**src/rtl/alu_muldiv_if.sv**
```systemverilog
// Execute-stage ALU bus: operands, op select, start/busy/done handshake.
// master = controller side, slave = the ALU.
interface alu_muldiv_if #(
  parameter int DATA_WIDTH = 32
);
  logic [DATA_WIDTH-1:0] a;
  logic [DATA_WIDTH-1:0] b;
  logic [3:0]            op;
  logic                  start;
  logic [DATA_WIDTH-1:0] result;
  logic                  zero;
  logic                  overflow;
  logic                  busy;
  logic                  done;

  modport master (
    output a, b, op, start,
    input  result, zero, overflow, busy, done
  );

  modport slave (
    input  a, b, op, start,
    output result, zero, overflow, busy, done
  );
endinterface

```
**src/rtl/alu_muldiv.sv**
```systemverilog
// MIPS execute-stage ALU: single-cycle logic/arith ops plus an iterative
// multiply/divide unit with architectural HI/LO and start/busy/done.
module alu_muldiv #(
  parameter int DATA_WIDTH = 32
) (
  input logic         clk,
  input logic         reset,
  alu_muldiv_if.slave bus
);
  localparam int N  = DATA_WIDTH;
  localparam int CW = $clog2(N);
  localparam logic [CW-1:0] CNT_TOP = CW'(N - 1);

  localparam logic [3:0] OP_AND   = 4'b0000;
  localparam logic [3:0] OP_OR    = 4'b0001;
  localparam logic [3:0] OP_ADD   = 4'b0010;
  localparam logic [3:0] OP_SLTU  = 4'b0011;
  localparam logic [3:0] OP_SUB   = 4'b0110;
  localparam logic [3:0] OP_SLT   = 4'b0111;
  localparam logic [3:0] OP_MFHI  = 4'b1100;
  localparam logic [3:0] OP_MFLO  = 4'b1101;
  localparam logic [3:0] OP_MTHI  = 4'b1110;
  localparam logic [3:0] OP_MTLO  = 4'b1111;

  typedef enum logic [1:0] {
    IDLE,
    MUL,
    DIV,
    FIX
  } state_t;

  state_t        state;
  logic [N-1:0]  hi;
  logic [N-1:0]  lo;
  logic [N-1:0]  w_hi;
  logic [N-1:0]  w_lo;
  logic [N-1:0]  w_op;
  logic [N-1:0]  dvd;
  logic [CW-1:0] cnt;
  logic          neg_q;
  logic          neg_r;
  logic          dz;
  logic          is_div;
  logic          busy_q;
  logic          done_q;

  logic [N-1:0]  sum;
  logic [N-1:0]  diff;
  logic          ovf_add;
  logic          ovf_sub;

  assign sum     = bus.a + bus.b;
  assign diff    = bus.a - bus.b;
  assign ovf_add = (bus.a[N-1] == bus.b[N-1]) &&
                   (sum[N-1] != bus.a[N-1]);
  assign ovf_sub = (bus.a[N-1] != bus.b[N-1]) &&
                   (diff[N-1] != bus.a[N-1]);

  // Combinational result mux; MFHI/MFLO see only committed HI/LO.
  always_comb begin
    bus.result   = '0;
    bus.overflow = 1'b0;
    unique case (bus.op)
      OP_AND:  bus.result = bus.a & bus.b;
      OP_OR:   bus.result = bus.a | bus.b;
      OP_ADD: begin
        bus.result   = sum;
        bus.overflow = ovf_add;
      end
      OP_SUB: begin
        bus.result   = diff;
        bus.overflow = ovf_sub;
      end
      OP_SLT:  bus.result = N'(diff[N-1] ^ ovf_sub);
      OP_SLTU: bus.result = N'(bus.a < bus.b);
      OP_MFHI: bus.result = hi;
      OP_MFLO: bus.result = lo;
      default: bus.result = '0;
    endcase
  end

  assign bus.zero = (bus.result == '0);
  assign bus.busy = busy_q;
  assign bus.done = done_q;

  logic          sgn;
  logic          launch;
  logic [N-1:0]  a_abs;
  logic [N-1:0]  b_abs;
  logic [N:0]    mul_sum;
  logic [N:0]    div_sh;
  logic [N:0]    div_df;
  logic [2*N-1:0] prod;
  logic [2*N-1:0] prod_s;
  logic [N-1:0]  q_s;
  logic [N-1:0]  r_s;

  assign sgn    = ~bus.op[0];
  assign launch = bus.start && (state == IDLE) &&
                  (bus.op[3:2] == 2'b10);
  assign a_abs  = (sgn && bus.a[N-1]) ? -bus.a : bus.a;
  assign b_abs  = (sgn && bus.b[N-1]) ? -bus.b : bus.b;

  // One shift-add / restoring-subtract step on the working regs.
  assign mul_sum = {1'b0, w_hi} +
                   (w_lo[0] ? {1'b0, w_op} : '0);
  assign div_sh  = {w_hi, w_lo[N-1]};
  assign div_df  = div_sh - {1'b0, w_op};

  // Sign fix-up of the magnitude result before commit.
  assign prod   = {w_hi, w_lo};
  assign prod_s = neg_q ? -prod : prod;
  assign q_s    = neg_q ? -w_lo : w_lo;
  assign r_s    = neg_r ? -w_hi : w_hi;

  // Mul/div sequencer, working regs and architectural HI/LO.
  always_ff @(posedge clk or posedge reset) begin
    if (reset) begin
      state  <= IDLE;
      hi     <= '0;
      lo     <= '0;
      w_hi   <= '0;
      w_lo   <= '0;
      w_op   <= '0;
      dvd    <= '0;
      cnt    <= '0;
      neg_q  <= 1'b0;
      neg_r  <= 1'b0;
      dz     <= 1'b0;
      is_div <= 1'b0;
      busy_q <= 1'b0;
      done_q <= 1'b0;
    end else begin
      done_q <= 1'b0;
      unique case (state)
        IDLE: begin
          if (launch) begin
            is_div <= bus.op[1];
            dvd    <= bus.a;
            dz     <= bus.op[1] && (bus.b == '0);
            neg_q  <= sgn && (bus.a[N-1] ^ bus.b[N-1]);
            neg_r  <= sgn && bus.a[N-1];
            cnt    <= CNT_TOP;
            w_hi   <= '0;
            busy_q <= 1'b1;
            if (bus.op[1]) begin
              w_lo  <= a_abs;
              w_op  <= b_abs;
              state <= DIV;
            end else begin
              w_lo  <= b_abs;
              w_op  <= a_abs;
              state <= MUL;
            end
          end else if (bus.start && bus.op == OP_MTHI) begin
            hi <= bus.a;
          end else if (bus.start && bus.op == OP_MTLO) begin
            lo <= bus.a;
          end
        end
        MUL: begin
          w_hi <= mul_sum[N:1];
          w_lo <= {mul_sum[0], w_lo[N-1:1]};
          cnt  <= cnt - CW'(1);
          if (cnt == '0) state <= FIX;
        end
        DIV: begin
          if (!div_df[N]) begin
            w_hi <= div_df[N-1:0];
            w_lo <= {w_lo[N-2:0], 1'b1};
          end else begin
            w_hi <= div_sh[N-1:0];
            w_lo <= {w_lo[N-2:0], 1'b0};
          end
          cnt <= cnt - CW'(1);
          if (cnt == '0) state <= FIX;
        end
        FIX: begin
          if (!is_div) begin
            hi <= prod_s[2*N-1:N];
            lo <= prod_s[N-1:0];
          end else if (dz) begin
            hi <= dvd;
            lo <= '1;
          end else begin
            hi <= r_s;
            lo <= q_s;
          end
          busy_q <= 1'b0;
          done_q <= 1'b1;
          state  <= IDLE;
        end
        default: state <= IDLE;
      endcase
    end
  end
endmodule

```
**src/flat_wrapper.sv**
```systemverilog
// flat-port wrapper written by rule: the top's interface ports become plain ports
module alu_muldiv_flat 
#(
  parameter int DATA_WIDTH = 32
)
  (clk, reset, bus_a, bus_b, bus_op, bus_start, bus_result, bus_zero, bus_overflow, bus_busy, bus_done);
  alu_muldiv_if #(.DATA_WIDTH(DATA_WIDTH)) bus_i ();
  input logic clk;
  input logic reset;
  input wire logic [$bits(bus_i.a)-1:0] bus_a;
  input wire logic [$bits(bus_i.b)-1:0] bus_b;
  input wire logic [$bits(bus_i.op)-1:0] bus_op;
  input wire logic [$bits(bus_i.start)-1:0] bus_start;
  output wire logic [$bits(bus_i.result)-1:0] bus_result;
  output wire logic [$bits(bus_i.zero)-1:0] bus_zero;
  output wire logic [$bits(bus_i.overflow)-1:0] bus_overflow;
  output wire logic [$bits(bus_i.busy)-1:0] bus_busy;
  output wire logic [$bits(bus_i.done)-1:0] bus_done;
  assign bus_i.a = bus_a;
  assign bus_i.b = bus_b;
  assign bus_i.op = bus_op;
  assign bus_i.start = bus_start;
  assign bus_result = bus_i.result;
  assign bus_zero = bus_i.zero;
  assign bus_overflow = bus_i.overflow;
  assign bus_busy = bus_i.busy;
  assign bus_done = bus_i.done;
  alu_muldiv #(.DATA_WIDTH(DATA_WIDTH)) u_core (.clk(clk), .reset(reset), .bus(bus_i));
endmodule
```
**config.mk**
```make
export PLATFORM = sky130hd
export DESIGN_NAME = alu_muldiv_flat
export DESIGN_NICKNAME = d
export VERILOG_FILES = /design/src/rtl/alu_muldiv_if.sv /design/src/rtl/alu_muldiv.sv /design/src/flat_wrapper.sv
export SDC_FILE = /design/constraint.sdc
export NUM_CORES = 1
export LEC_CHECK = 0
export CORE_MARGIN = 4
export CORE_UTILIZATION = 35
export DETAILED_ROUTE_END_ITERATION = 16
export SETUP_SLACK_MARGIN = 0.3
export SLEW_MARGIN = 20
export SYNTH_ARGS = -nofsm -noshare
export SYNTH_HDL_FRONTEND = slang
export SYNTH_SLANG_ARGS = --single-unit
```
**constraint.sdc**
```tcl
create_clock -name clk -period 18.1 [get_ports clk]
set_input_delay 3.62 -clock clk [delete_from_list [all_inputs] [get_ports clk]]
set_output_delay 3.62 -clock clk [all_outputs]
set_load 0.01 [all_outputs]
```
==> key figures, run 1 <==
Outcome
  • Status: finished clean

Power and ir drop
  • Sw Pwr: 2210 uW
  • Switching share of power: 0.523
  • Pwr Density: 170 nW/um2
  • Internal: 2010 uW
  • Clock Power Share: 0.122
  • Pleak: 0.0104 uW
  • Combinational share of power: 0.649
  • Total power: 4220 uW
  • VDD IR-drop max: 0.271 mV
  • Reg power frac: 0.230

Synthesis
  • Main flop type after synthesis: dfrtp_1
  • Sequential element share of the synthesized area: 0.229
  • EDFF count, synth: 0
  • Synth cell types: 96
  • Synth top area share: 0.229
  • Dominant cells by area after synthesis: dfrtp_1 23%, ha_1 9.6%, o21ai_0 7.4%
  • Leading area contributor after synthesis: dfrtp_1
  • Most frequent cell after synthesis: o21ai_0
  • Netlist area before placement: 22400 um2
  • Syn_nets: 3306
  • Simple-gate portion of the synthesized area: 0.195
  • Synth Area in Compound Gates: 0.322
  • Post-synthesis mux area share: 0.0251
  • Synth Area in Adders: 0.101
  • Largest family of logic cells by synthesized area: compound AO/OA/AOI/OAI gates
  • Post-synthesis xor/xnor area fraction: 0.0657
  • Syn Area/Cell: 7.33 um2
  • Warnings from Yosys: 0
  • Number of synthesized register bits: 205
  • Most instantiated cells after synthesis: 333 x o21ai_0, 328 x nand2_1, 298 x nor2_1, 270 x a21oi_1, 205 x dfrtp_1
  • Synth async-reset ratio: 1.00
  • Post-Synthesis Cells: 3058

Routing
  • DR vias/cell: 6.02
  • Post-route ant nets: 0
  • DR iter-0 viols: 2402
  • Post-Route WL: 90500 um
  • Residual DRC: 0
  • WL/cell: 23.3 um
  • DR pass1 iterations: 6
  • Via count: 23400

Global route
  • Initial antenna violation count: 1
  • GRT Total Usage: 0.257
  • Total congestion overflow: 0
  • Largest net degree at the start of global routing: 84
  • Number of global-route vias before repair: 22000
  • First-pass GRT wire length: 137000 um

STA
  • Slew @ Worst Pin: 1150 ps
  • Fin Setup TNS: 0 ps
  • RSZ-0062 raised after global routing: no
  • Pins Over Slew Limit: 0
  • Clock period minus final worst setup slack: 13620 ps
  • Finish-stage setup viols: 0
  • Final hold violation count: 0
  • Max_slew headroom: 0.226
  • Clock Skews: 24.8 ps
  • Max frequency: 73.4 MHz
  • Period Utilization, post-route: 0.753

Clock tree
  • Max Root-Sink Buffers: 3
  • # H-tree levels: 1
  • Clock transition at path regs: 60 ps
  • Post-CTS Setup Bufs: 0
  • Clock Root Buffer: clkbuf_16
  • CTS tree: done
  • Clock net sink count: 205
  • Skew-Pair Late Insertion Delay: 550 ps
  • Hold buffers post-CTS: 0
  • Post-cts sizing count: 0
  • Num CTS Buffers: 24

Job
  • Max cap viols: 0

Worst setup path
  • Startpoint class of the critical path: primary input
  • Family with the most delay on the worst path: compound AO/OA/AOI/OAI gates
  • WP buf/inv: 3
  • Max stage delay on crit path: 670 ps
  • Slowest cell on crit path: clkdlybuf4s50_1
  • Crit Path Class: in2out
  • WP data arrival: 10000 ps
  • CP Data Required Time: 14480 ps
  • Worst Setup End Kind: output pin
  • Max Fanout on Critical Path: 10
  • Crit path cell chain: clkdlybuf4s50_1 > inv_1 > ha_1 > or3b_4 > a2111oi_2 > a211oi_2 > o21ai_1 > a21oi_1 > o21a_1 > o221ai_1 > o21ai_0 > o21ai_0 > a21oi_1 > fa_1 > nor2_1 > a21o_1 > a211o_1 > nor2_1 > or4b_2 > or4_1 > nor4_2 > clkdlybuf4s50_1

Floorplanning
  • Area of the core: 63200 um2
  • Num rows: 92
  • Initial Util: 0.355
  • Ports: 107
  • Die ar.: 68100 um2
  • Chip height: 261 um
  • Chip Width: 261 um

Finish
  • ANT cells: 0
  • Share of cells above drive strength 1: 0.0466
  • Number of nets in the layout: 3275
  • Area added between synthesis and finish: 11.0%

Placement
  • DPL Wire Length: 69700 um
  • Port Buffer Count: 106
  • GPL Wtd Cong: 0.962

Hold path
  • HP Class: reg2reg
==> state kept, by name (all words and copies together), names as in the netlist, 2 cells and up <==
signal / count
u_core.dvd: 32
u_core.hi: 32
u_core.lo: 32
u_core.w_hi: 32
u_core.w_lo: 32
u_core.w_op: 32
u_core.cnt: 5
u_core.state: 2
==> kinds of logic (layout without fill, tap and decap cells) <==
| family | count (synthesis) | after routing |
|---|---|---|
| AOI/OAI and AO/OA | 1135 | 1135 |
| and+or+nand+nor | 952 | 952 |
| buffers and inverters | 366 | 353 |
| DFF | 205 | 205 |
| adders and majority gates | 177 | 177 |
| xor gates and xnor gates | 168 | 168 |
| muxes | 55 | 55 |
==> final timing paths <==
check,startpoint,endpoint,slack (ps),depth (start not counted)
setup / recovery,bus_a[4],bus_zero,4480,22
hold reg to reg,u_core.w_op[10],u_core.w_op[10],480,1
hold / removal,u_core.w_op[10],u_core.w_op[10],480,1
min in group asynchronous,reset,u_core.w_hi[28],3540,2
max in group asynchronous,reset,u_core.dvd[3],12360,4
setup reg to reg,u_core.w_lo[31],u_core.w_hi[9],12890,16
==> power groups by stage <==
stage          Clock [uW]  Sequential [uW]  Combinational (uW)
2_1_floorplan           0              827                2050
3_3_place_gp            0              964                2670
3_5_place_dp            0              967                2670
4_1_cts               520              961                2690
5_1_grt               539              996                3030
6_report              513              970                2740
==> cell type report <==
type,instances,area [um2]
inverters,167,634
fillers,6652,38300
multi-input cells,2487,15900
clock inverters,10,103
clock buffers,34,699
flip-flops and latches,205,5130
well taps,846,1060
repair buffers,142,1330
==> metrics by stage <==
| stage | hold slack, ps | util | cells | cell area, um2 | setup slack (ps) |
|---|---|---|---|---|---|
| floorplan | 444 | - | 3058 | 22400 | 6230 |
| global placement | 461 | 0.381 | 3847 | 24100 | 4570 |
| detailed placement | 466 | 0.381 | 3847 | 24100 | 4550 |
| CTS | 480 | 0.394 | 3891 | 24900 | 4540 |
| global route | 494 | 0.394 | 3891 | 24900 | 4120 |
| finish | 478 | 0.394 | 3891 | 24900 | 4480 |
==> routing by layer <==
metal / part of all wire / vias up / GRT usage
li1: - / 11100 / -
met1: 0.45 / 11300 / 0.362
met2: 0.44 / 964 / 0.404
met3: 0.077 / 156 / 0.0454
met4: 0.032 / 2 / 0.0728
met5: 0.00012 / - / 0
==> cells in the final DEF, fill, tap and decap left out, types with 27 or more instances in the layout <==
cell type | netlist | routed
buf_4 | 0 | 37
mux2i_1 | 46 | 46
a21o_1 | 51 | 50
nor2_1 | 298 | 298
o21ai_0 | 333 | 333
o31ai_1 | 28 | 28
nor2b_1 | 27 | 27
inv_1 | 159 | 158
a21oi_1 | 270 | 270
nand3_1 | 57 | 57
clkdlybuf4s50_1 | 0 | 105
ha_1 | 172 | 170
a22oi_1 | 65 | 65
nor3_1 | 62 | 61
o22ai_1 | 43 | 43
a31oi_1 | 30 | 30
nand2_1 | 328 | 327
dfrtp_1 | 205 | 205
o211ai_1 | 35 | 35
xor2_1 | 32 | 32
a211oi_1 | 36 | 36
xnor2_1 | 136 | 136
Power figures use the tool's default switching activity.
==> inputs of run 2 (changes only) <==
Clock period 18.1 ns to 14.14 ns, I/O delays scaled along.
==> run 2 against run 1 <==
Net effect: global-route usage is 0.080 points lower; non-clock buffer count is 2 higher; largest cell class unchanged; clock power is 23% higher; sequential share of layout area hardly changed; via count is 1.0% higher; clock skew is 6.0 ps lower; wire length hardly changed; critical path depth stayed put.
==> key figures, run 2 (synthesis results as in run 1) <==
Worst setup path
  • R2R Path Start: u_core.w_lo[31]
  • Max Fanout on Critical Path: 10
  • CP Data Required Time: 11310 ps
  • Startpoint class of the critical path: primary input
  • Crit. Startpoint: bus_a[4]
  • WP data arrival: 9270 ps
  • Crit Path Class: in2out
  • Worst Setup End Kind: output pin

Global route
  • Largest net degree at the start of global routing: 85
  • First-pass GRT wire length: 137000 um
  • Number of global-route vias before repair: 21700
  • Initial antenna violation count: 1
  • GRT Total Usage: 0.256
  • Total congestion overflow: 0

Floorplanning
  • Area of the core: 63200 um2
  • Die ar.: 68100 um2
  • Chip Width: 261 um
  • Num rows: 92
  • Initial Util: 0.355
  • Ports: 107
  • Chip height: 261 um

Placement
  • DPL Wire Length: 70000 um
  • GPL Wtd Cong: 0.966
  • Port Buffer Count: 106
  • Post-DP Area: 24100 um2

Outcome
  • Status: finished clean

Power and ir drop
  • Combinational share of power: 0.652
  • Clock Power Share: 0.117
  • Pwr Density: 216 nW/um2
  • Sw Pwr: 2830 uW
  • Pleak: 0.0103 uW
  • Reg power frac: 0.231
  • VDD IR-drop max: 0.269 mV
  • Internal: 2550 uW
  • Switching share of power: 0.526

Routing
  • DR iter-0 viols: 2737
  • Residual DRC: 0
  • DR pass1 iterations: 6
  • Post-route ant nets: 0
  • Via count: 23700
  • DR vias/cell: 6.09
  • Post-Route WL: 90400 um
  • WL/cell: 23.2 um

Clock tree
  • # H-tree levels: 1
  • Num CTS Buffers: 24
  • Post-cts sizing count: 0
  • Max Root-Sink Buffers: 3
  • Hold buffers post-CTS: 0
  • Post-CTS Setup Bufs: 0
  • Skew-Pair Late Insertion Delay: 550 ps
  • CTS tree: done
  • Clock net sink count: 205
  • Clock transition at path regs: 60 ps
  • Clock Root Buffer: clkbuf_16

STA
  • Fin Setup TNS: 0 ps
  • Slew @ Worst Pin: 1150 ps
  • Period Utilization, post-route: 0.856
  • Clock Skews: 18.8 ps
  • Max_slew headroom: 0.230
  • Clock period minus final worst setup slack: 12100 ps
  • Max frequency: 82.6 MHz
  • Finish-stage setup viols: 0
  • Final hold violation count: 0
  • RSZ-0062 raised after global routing: no
  • Hold slack: 476 ps
  • Pins Over Slew Limit: 0

Finish
  • Design area: 24900 um2
  • # fillers: 6685
  • Area added between synthesis and finish: 11.0%
  • Footprint of the multi-input gates: 15900 um2
  • Reg area: 5130 um2
  • Most common cell after layout, fill and taps aside: o21ai_0
  • Most frequent cells in the layout: 333 x o21ai_0, 327 x nand2_1, 298 x nor2_1, 270 x a21oi_1, 205 x dfrtp_1
  • Share of cells above drive strength 1: 0.0476
  • Number of nets in the layout: 3277

Job
  • Max cap viols: 0

Hold path
  • Hold_sp: u_core.w_op[12]
  • HP Class: reg2reg
run 2: cell count changes in the layout (fill, tap and decap cells not counted):
cell / delta
clkinv_2: -1
buf_4: +2
clkinv_8: +1
bufinv_16: -1
clkbuf_16: -1
diode_2: +2
inv_6: +1
clkinvlp_4: +2
clkbuf_1: -4
run 2: path summary, 6_finish.rpt:
check	end	cells after the start	slack, ps
worst max-delay path	bus_zero	22	2040
worst min-delay path	u_core.w_op[12]	1	480
worst max register to register	u_core.w_hi[9]	16	9010
worst min register to register	u_core.w_op[12]	1	480
max in group asynchronous	u_core.dvd[21]	4	9300
min in group asynchronous	u_core.w_op[25]	2	2770
run 2: power groups by stage:
stage	combinational [uW]	sequential, uW	clock (uW)
2_1_floorplan	2630	1060	0
3_3_place_gp	3410	1240	0
3_5_place_dp	3420	1240	0
4_1_cts	3440	1230	640
5_1_grt	3870	1280	664
6_report	3510	1240	629
run 2: cell type report:
class / count / share of cell area
timing repair buffer: 144 / 0.0540
clock inverter: 12 / 0.00433
tap: 846 / 0.0426
clock buffer: 29 / 0.0265
sequential: 205 / 0.206
inverter: 167 / 0.0255
multi-input combinational: 2487 / 0.641
antenna: 2 / 0.000201
run 2: metal layers:
metal / wire, um / track usage
met5: 18 / 0
met4: 2870 / 0.0749
met3: 6820 / 0.0356
met2: 40200 / 0.400
met1: 40500 / 0.368
run 2: through the flow:
stage | setup WS, ps | power (uW) | instances | utilization
2_1_floorplan | 3860 | 3690 | 3058 | -
3_3_place_gp | 2140 | 4650 | 3849 | 0.381
6_report | 2040 | 5380 | 3892 | 0.393
4_1_cts | 2110 | 5310 | 3890 | 0.393
3_5_place_dp | 2140 | 4660 | 3849 | 0.381
5_1_grt | 1630 | 5820 | 3890 | 0.393
run 2: critical path, stage by stage:
cell	delay, ps
clkdlybuf4s50_1	680
inv_1	130
ha_1	430
or3b_4	460
a2111oi_2	410
a211oi_2	140
o21ai_1	220
a21oi_1	210
o21a_1	280
o221ai_1	200
o21ai_0	170
o21ai_0	180
a21oi_1	100
fa_1	500
nor2_1	60
a21o_1	170
a211o_1	280
nor2_1	80
or4b_2	580
or4_1	440
nor4_2	140
clkdlybuf4s50_1	570
